$ cat config.mk
export PLATFORM = sky130hd
export DESIGN_NAME = mtr_drv
export DESIGN_NICKNAME = d
export VERILOG_FILES = /design/src/rtl/mtr_drv_pkg.sv /design/src/rtl/mtr_nonoverlap.sv /design/src/rtl/mtr_drv.sv
export SDC_FILE = /design/constraint.sdc
export NUM_CORES = 1
export LEC_CHECK = 0
export BUFFER_PORTS_ARGS = -buffer_cell sky130_fd_sc_hd__buf_2
export CORE_AREA = 2 2 69 71
export CTS_BUF_LIST = sky130_fd_sc_hd__clkbuf_16
export DETAILED_ROUTE_END_ITERATION = 8
export DIE_AREA = 0 0 71 73
export GPL_ROUTABILITY_DRIVEN = 0
export GPL_TIMING_DRIVEN = 0
export PLACE_DENSITY = 0.8
export SKIP_CTS_REPAIR_TIMING = 1
export SYNTH_ARGS = -nofsm -noshare
export SYNTH_HDL_FRONTEND = slang
export SYNTH_SLANG_ARGS = --single-unit
$ cat constraint.sdc
create_clock -name clk -period 3.9 [get_ports clk]
set_input_delay 0.195 -clock clk [delete_from_list [all_inputs] [get_ports clk]]
set_output_delay 0.195 -clock clk [all_outputs]
set_load 0.005 [all_outputs]
$ cat src/rtl/mtr_drv_pkg.sv
// rtl/mtr_drv_pkg.sv - shared widths, types and duty helpers for the motor PWM driver
package mtr_drv_pkg;

  localparam int PWM_W         = 11;
  localparam int SPD_W         = 11;
  localparam int DEAD_TIME_DEF = 32;
  localparam int RAMP_STEP_DEF = 64;

  typedef logic [PWM_W-1:0]        duty_t;
  typedef logic signed [SPD_W-1:0] spd_t;

  // Zero speed sits at mid-scale, i.e. 50% duty.
  localparam duty_t DUTY_MID = 11'h400;

  // Signed speed to unsigned duty: adding mid-scale modulo 2**PWM_W flips the sign bit.
  function automatic duty_t spd_to_duty(input spd_t s);
    return duty_t'(s) + DUTY_MID;
  endfunction

  // Step cur toward tgt by at most step, landing exactly on tgt when close enough.
  function automatic duty_t ramp_toward(input duty_t cur, input duty_t tgt, input duty_t step);
    if (tgt > cur) begin
      return ((tgt - cur) > step) ? (cur + step) : tgt;
    end else begin
      return ((cur - tgt) > step) ? (cur - step) : tgt;
    end
  endfunction

endpackage

$ cat src/rtl/mtr_nonoverlap.sv
// rtl/mtr_nonoverlap.sv - complementary output pair with dead-time blanking for one wheel
module mtr_nonoverlap
  import mtr_drv_pkg::*;
#(
  parameter int DEAD_TIME = DEAD_TIME_DEF
) (
  input  logic clk,
  input  logic rst_n,
  input  logic i_pwm_raw,
  output logic o_pwm1,
  output logic o_pwm2
);

  localparam int DW = $clog2(DEAD_TIME + 1);

  logic          r_prev;
  logic [DW-1:0] r_dead;
  logic          r_pwm1;
  logic          r_pwm2;
  logic          w_chg;

  assign w_chg = (i_pwm_raw != r_prev);

  // r_dead counts the blanking clocks still owed; at 1 the pair re-enables on this edge,
  // so both outputs sit low for exactly DEAD_TIME clocks after each raw edge is seen.
  always_ff @(posedge clk or negedge rst_n) begin
    if (!rst_n) begin
      r_prev <= 1'b0;
      r_dead <= '0;
      r_pwm1 <= 1'b0;
      r_pwm2 <= 1'b0;
    end else begin
      r_prev <= i_pwm_raw;
      if (w_chg) begin
        r_dead <= DW'(DEAD_TIME);
        r_pwm1 <= 1'b0;
        r_pwm2 <= 1'b0;
      end else if (r_dead > DW'(1)) begin
        r_dead <= r_dead - DW'(1);
        r_pwm1 <= 1'b0;
        r_pwm2 <= 1'b0;
      end else begin
        r_dead <= '0;
        r_pwm1 <= i_pwm_raw;
        r_pwm2 <= ~i_pwm_raw;
      end
    end
  end

  assign o_pwm1 = r_pwm1;
  assign o_pwm2 = r_pwm2;

endmodule

$ cat src/rtl/mtr_drv.sv
// rtl/mtr_drv.sv - dual-wheel PWM driver with period-latched duty (optional ramp: MTR_DRV_RAMP_EN)
module mtr_drv
  import mtr_drv_pkg::*;
#(
  parameter int DEAD_TIME = DEAD_TIME_DEF
`ifdef MTR_DRV_RAMP_EN
  , parameter int RAMP_STEP = RAMP_STEP_DEF
`endif
) (
  input  logic                    clk,
  input  logic                    rst_n,
  input  logic signed [SPD_W-1:0] lft_spd,
  input  logic signed [SPD_W-1:0] rght_spd,
  output logic                    lftPWM1,
  output logic                    lftPWM2,
  output logic                    rghtPWM1,
  output logic                    rghtPWM2
);

  duty_t r_cnt;
  duty_t r_lft_duty;
  duty_t r_rght_duty;
  logic  r_lft_raw;
  logic  r_rght_raw;

  duty_t w_lft_tgt;
  duty_t w_rght_tgt;
  duty_t w_lft_next;
  duty_t w_rght_next;
  logic  w_latch;

  assign w_lft_tgt  = spd_to_duty(lft_spd);
  assign w_rght_tgt = spd_to_duty(rght_spd);
  assign w_latch    = (r_cnt == '1);

`ifdef MTR_DRV_RAMP_EN
  assign w_lft_next  = ramp_toward(r_lft_duty,  w_lft_tgt,  duty_t'(RAMP_STEP));
  assign w_rght_next = ramp_toward(r_rght_duty, w_rght_tgt, duty_t'(RAMP_STEP));
`else
  assign w_lft_next  = w_lft_tgt;
  assign w_rght_next = w_rght_tgt;
`endif

  // Shared free-running period counter, wraps naturally at 2**PWM_W.
  always_ff @(posedge clk or negedge rst_n) begin
    if (!rst_n) begin
      r_cnt <= '0;
    end else begin
      r_cnt <= r_cnt + duty_t'(1);
    end
  end

  // Duty only changes on the last count so each period is built from one stable value.
  always_ff @(posedge clk or negedge rst_n) begin
    if (!rst_n) begin
      r_lft_duty  <= DUTY_MID;
      r_rght_duty <= DUTY_MID;
    end else if (w_latch) begin
      r_lft_duty  <= w_lft_next;
      r_rght_duty <= w_rght_next;
    end
  end

  // Registered compare; duty 0 never fires and cnt 2047 never fires, giving the 1-clk dip at full scale.
  always_ff @(posedge clk or negedge rst_n) begin
    if (!rst_n) begin
      r_lft_raw  <= 1'b0;
      r_rght_raw <= 1'b0;
    end else begin
      r_lft_raw  <= (r_cnt < r_lft_duty);
      r_rght_raw <= (r_cnt < r_rght_duty);
    end
  end

  mtr_nonoverlap #(.DEAD_TIME(DEAD_TIME)) u_lft_no (
    .clk       (clk),
    .rst_n     (rst_n),
    .i_pwm_raw (r_lft_raw),
    .o_pwm1    (lftPWM1),
    .o_pwm2    (lftPWM2)
  );

  mtr_nonoverlap #(.DEAD_TIME(DEAD_TIME)) u_rght_no (
    .clk       (clk),
    .rst_n     (rst_n),
    .i_pwm_raw (r_rght_raw),
    .o_pwm1    (rghtPWM1),
    .o_pwm2    (rghtPWM2)
  );

endmodule
Yosys cells after proc, flatten, opt, wreduce, memory -nomap -nowiden
Index checks and enable logic that the tools add are counted.

storage, ports and cells
  register bits = 53
  input port bits = 24

operators by class
  add/subtract/negate cells = 5
  magnitude comparators = 4
  equality and inequality tests = 3
  mux-type cells = 12
  bitwise gates (word level) = 2

operator list
  operator                count
  $mux 6                  4
  $add 11x11->11 const B  2
  $lt 11x11->1            2
  $gt 6x1->1 const B      2
  $sub 6x1->6 const B     2
  $add 11x1->11 const B   1
  $eq 11x11->1 const B    1
  $mux 1                  8
  $ne 1x1->1              2
  $not 1->1               2

Logic depth before layout (Yosys ltp)
  depth in word-level cells = 3
  gate-level depth with buffers = 6
  gate-level depth less buffers = 6

Hierarchy
Synthesis repeated with hierarchy kept, for this count alone.

unflattened totals
  cell total of the unflattened synthesis = 218
  area total of the unflattened synthesis = 2,653.8 um^2

modules (own cells, without submodules)
  module          instances  cells an instance  area an instance (um^2)
  mtr_drv         1          152                1,888.1
  mtr_nonoverlap  2          33                 382.9

Least setup slack after synthesis
OpenSTA, ideal clock, no wires.

  kind = register -> register
  start point = register r_cnt[0]
  end point = register r_lft_duty[0]
  arrival time = 1,480 ps
  required time = 3,773 ps
  setup slack = 2,293 ps
  stages on the path, launching flop included = 6
  buffers on the path = 1
  clock period less this slack = 1,607 ps
  cells stage by stage = dfrtp_1 > ha_1 > nand4_1 > nor4_4 > buf_6 > mux2_1

on the way
  cells in the longest elaborated chain, start to end = 1

ends and longest elaborated chain
  item                    RTL line       text
  start, declared         mtr_drv.sv:20  duty_t r_cnt;
  start signal, assigned  mtr_drv.sv:49  r_cnt <= r_cnt + duty_t'(1);
  $eq 11x11->1            mtr_drv.sv:34  assign w_latch = (r_cnt == '1);
  end signal, assigned    mtr_drv.sv:59  r_lft_duty <= w_lft_next;
  end, declared           mtr_drv.sv:21  duty_t r_lft_duty;

No other way between the ends.
A chain may end at the register's enable or synchronous reset.

Worst setup path after layout
  start point = register r_cnt[1]
  end point = register r_lft_duty[0]

The elaborated chain is that of the path after synthesis.

==> metrics.md <==
| Metric | Value |
|---|---|
| FF+latch count, synth | `53` |
| Max_cap viols | `0` |
| Asr flop ratio synth | `100.0%` |
| Fin util | `64.83%` |
| Clock Pin Slew Worst Setup and Hold Paths | `0.06 ns` |
| Final Hold Vio Count | `0` |
| Drt pass-1 iters | `4` |
| Critical Path AT | `1.99 ns` |
| Clock Tree Root | `clkbuf_16` |
| Largest net degree at the start of global routing | `54` |
| Row Count | `25` |
| Met1 WL | `1.991 mm` |
| Post-synthesis cell count | `248` |
| DRT iter0 DRCs | `48` |
| Reg-to-reg critical path startpoint | `r_cnt[1]` |
| DRC violations left | `0` |
| Syn_nets | `297` |
| Chip width | `71 µm` |
| CTS tree | `built` |
| H-tree Lvls | `2` |
| Yosys cell types | `37` |
| Critical Path Fanout Max | `10` |
| Proportion of layout cells with a drive suffix above 1 | `17.67%` |
| Maximum VDD drop | `0.2242 mV` |
| Yosys top cell area share | `49.06%` |
| ANT nets after route | `0` |
| Longest Clk Path Bufs | `2` |
| Final setup vio count | `0` |
| Vias | `1800` |
| Die height | `73 µm` |
| Vias per inst | `5.341` |
| Largest cells by area after synthesis | `dfrtp_1, ha_1, o21ai_0` |
| Detail Route met3 WL | `125 µm` |
| Vias in the first global route | `1897` |
| Min-delay src | `lft_spd[10]` |
| GRT Total Usage | `20.46%` |
| Clk Latency, worst-skew pair | `0.29 ns` |
| TritonCTS buffer count | `5` |
| Worst Reg-to-Reg Cells | `5` |
| Post-synth top area cell | `dfrtp_1` |
| Worst slew pin tran | `1.147 ns` |
| Post-synth top cells | `dfrtp_1, inv_1, nand2_1` |
| Metal2 WL | `2.366 mm` |
| Slew headroom | `23.51%` |
| Setup crit start kind | `flip-flop` |
| CP endpoint kind | `flip-flop` |
| Congestion Overflow GR | `0` |
| Pwr per Cell Area | `335.1 nW/µm²` |
| Area delta synth->final | `13.04%` |
| First-pass GRT wire length | `8.217 mm` |
| RSZ-0062 raised after global routing | `false` |
| Hold Crit Depth | `2` |
| Worst hold slack | `0.03464 ns` |
| Core area | `4536 µm²` |
| Critical path startpoint | `r_cnt[1]` |
| Die Area | `5183 µm²` |
| Nets | `331` |
| Post-DR wirelength/cell | `13.45 µm` |
| Static Leak | `1.614 nW` |
| Minimum clock period | `1.822 ns` |
| Io pins | `28` |
| Sequential fraction of the synthesis area | `51.08%` |
| Post-detail-place hpwl | `3.371 mm` |
| Max Slew Vio Count | `0` |
| Crit Path Category | `flip-flop to flip-flop` |
| EDFF count, synth | `0` |
| Ant. Diodes | `0` |
| Port-buffer cells | `27` |
| Hold crit path type | `input port to flip-flop` |
| Final wirelength | `4.533 mm` |
| Top_reg_cell synth | `dfrtp_1` |
| Ys Warns | `0` |
| Setup TNS | `0 ns` |
| Top Layer Used | `met4` |
| Clock tree sinks | `53` |
| Status | `completed` |
| Top-count cell post-synth | `dfrtp_1` |
| Post-Syn Area per Cell | `10.49 µm²` |
| Initial antenna violation count | `0` |
| Worst EP required | `4.07 ns` |
| Tcrit/Tclk final | `46.72%` |
| Initial core utilization | `57.35%` |
| Fmax | `548.8 MHz` |
| Clock skew | `0.003946 ns` |
| Cell Area, Synth | `2601 µm²` |
## cell usage in the layout, fill, tap and decap left out, types with 4 or more instances in the layout
master / netlist / routed
xnor2_1: 10 / 10
a21oi_1: 6 / 6
ha_1: 25 / 25
nand2_1: 27 / 27
xor2_1: 7 / 7
o21ai_0: 21 / 21
dfrtp_1: 51 / 51
or3_4: 4 / 4
nand3_1: 5 / 5
nor2_1: 24 / 24
a21o_1: 4 / 4
nand4_1: 4 / 4
inv_1: 27 / 29
buf_2: 0 / 27
clkbuf_16: 0 / 5
## metrics by stage
stage | instances | worst slack [ns] | power, mW | area (µm²)
floorplan | 248 | 2.293 | 0.5604 | 2601
global placement | 329 | 2.124 | 0.5817 | 2804
detailed placement | 329 | 2.085 | 0.5822 | 2804
CTS | 337 | 2.066 | 0.9908 | 2940
global route | 337 | 1.912 | 1.016 | 2940
finish | 337 | 2.078 | 0.9854 | 2940
## worst max-delay path: stages, from the launching register on
cell and delay [ns]:
dfrtp_1 0.45, ha_1 0.25, nand4_1 0.18, nor4_4 0.31, buf_6 0.20, mux2_1 0.32
## sequential cells by signal, indices dropped and copies added, names as in the netlist
name	flops
r_rght_duty	11
u_lft_no.r_prev	1
u_rght_no.o_pwm1	1
u_rght_no.r_dead	6
u_lft_no.r_dead	6
u_rght_no.r_prev	1
u_rght_no.o_pwm2	1
u_lft_no.o_pwm1	1
u_lft_no.o_pwm2	1
r_lft_duty	11
r_rght_raw	1
r_cnt	11
r_lft_raw	1
## layout make-up
type / count / area, µm²
Buffer: 4 / 28.78
Clock buffer: 5 / 125.1
Clock inverter: 3 / 11.26
Fill cell: 364 / 1595
Inverter: 27 / 101.3
Multi-Input combinational cell: 164 / 1142
Sequential cell: 53 / 1329
Tap cell: 54 / 67.56
Timing Repair Buffer: 27 / 135.1
## per-layer routing
| layer | global-route usage (%) | up-vias |
|---|---|---|
| met2 | 37.38 | 21 |
| li1 | - | 895 |
| met1 | 24.36 | 878 |
| met5 | 0 | - |
| met4 | 5.031 | 0 |
| met3 | 4.972 | 6 |
## worst paths after layout
check	to	slack (ns)
min in group asynchronous	u_rght_no.r_dead[2]	0.13
worst min register to register	u_lft_no.r_prev	0.47
worst max register to register	r_lft_duty[0]	2.08
worst max-delay path	r_lft_duty[0]	2.08
max in group asynchronous	r_lft_duty[1]	3.06
worst min-delay path	r_lft_duty[10]	0.03
## logic make-up after synthesis
logic type	after synthesis	synth area share, %
AOI/OAI and AO/OA	40	8.995
xor gates and xnor gates	17	5.724
adders and majority gates	25	12.03
buffers and inverters	31	5.003
DFF	53	51.08
muxes	3	1.251
and+or+nand+nor	79	15.92
## where the power goes
group	leakage (nW)	total, mW	internal, mW	switching, mW
Combinational	0.946	0.0212	0.00817	0.0130
Sequential	0.594	0.550	0.550	0
Clock	0.0738	0.415	0.231	0.183
No activity file was read; power rests on OpenSTA's default activity.
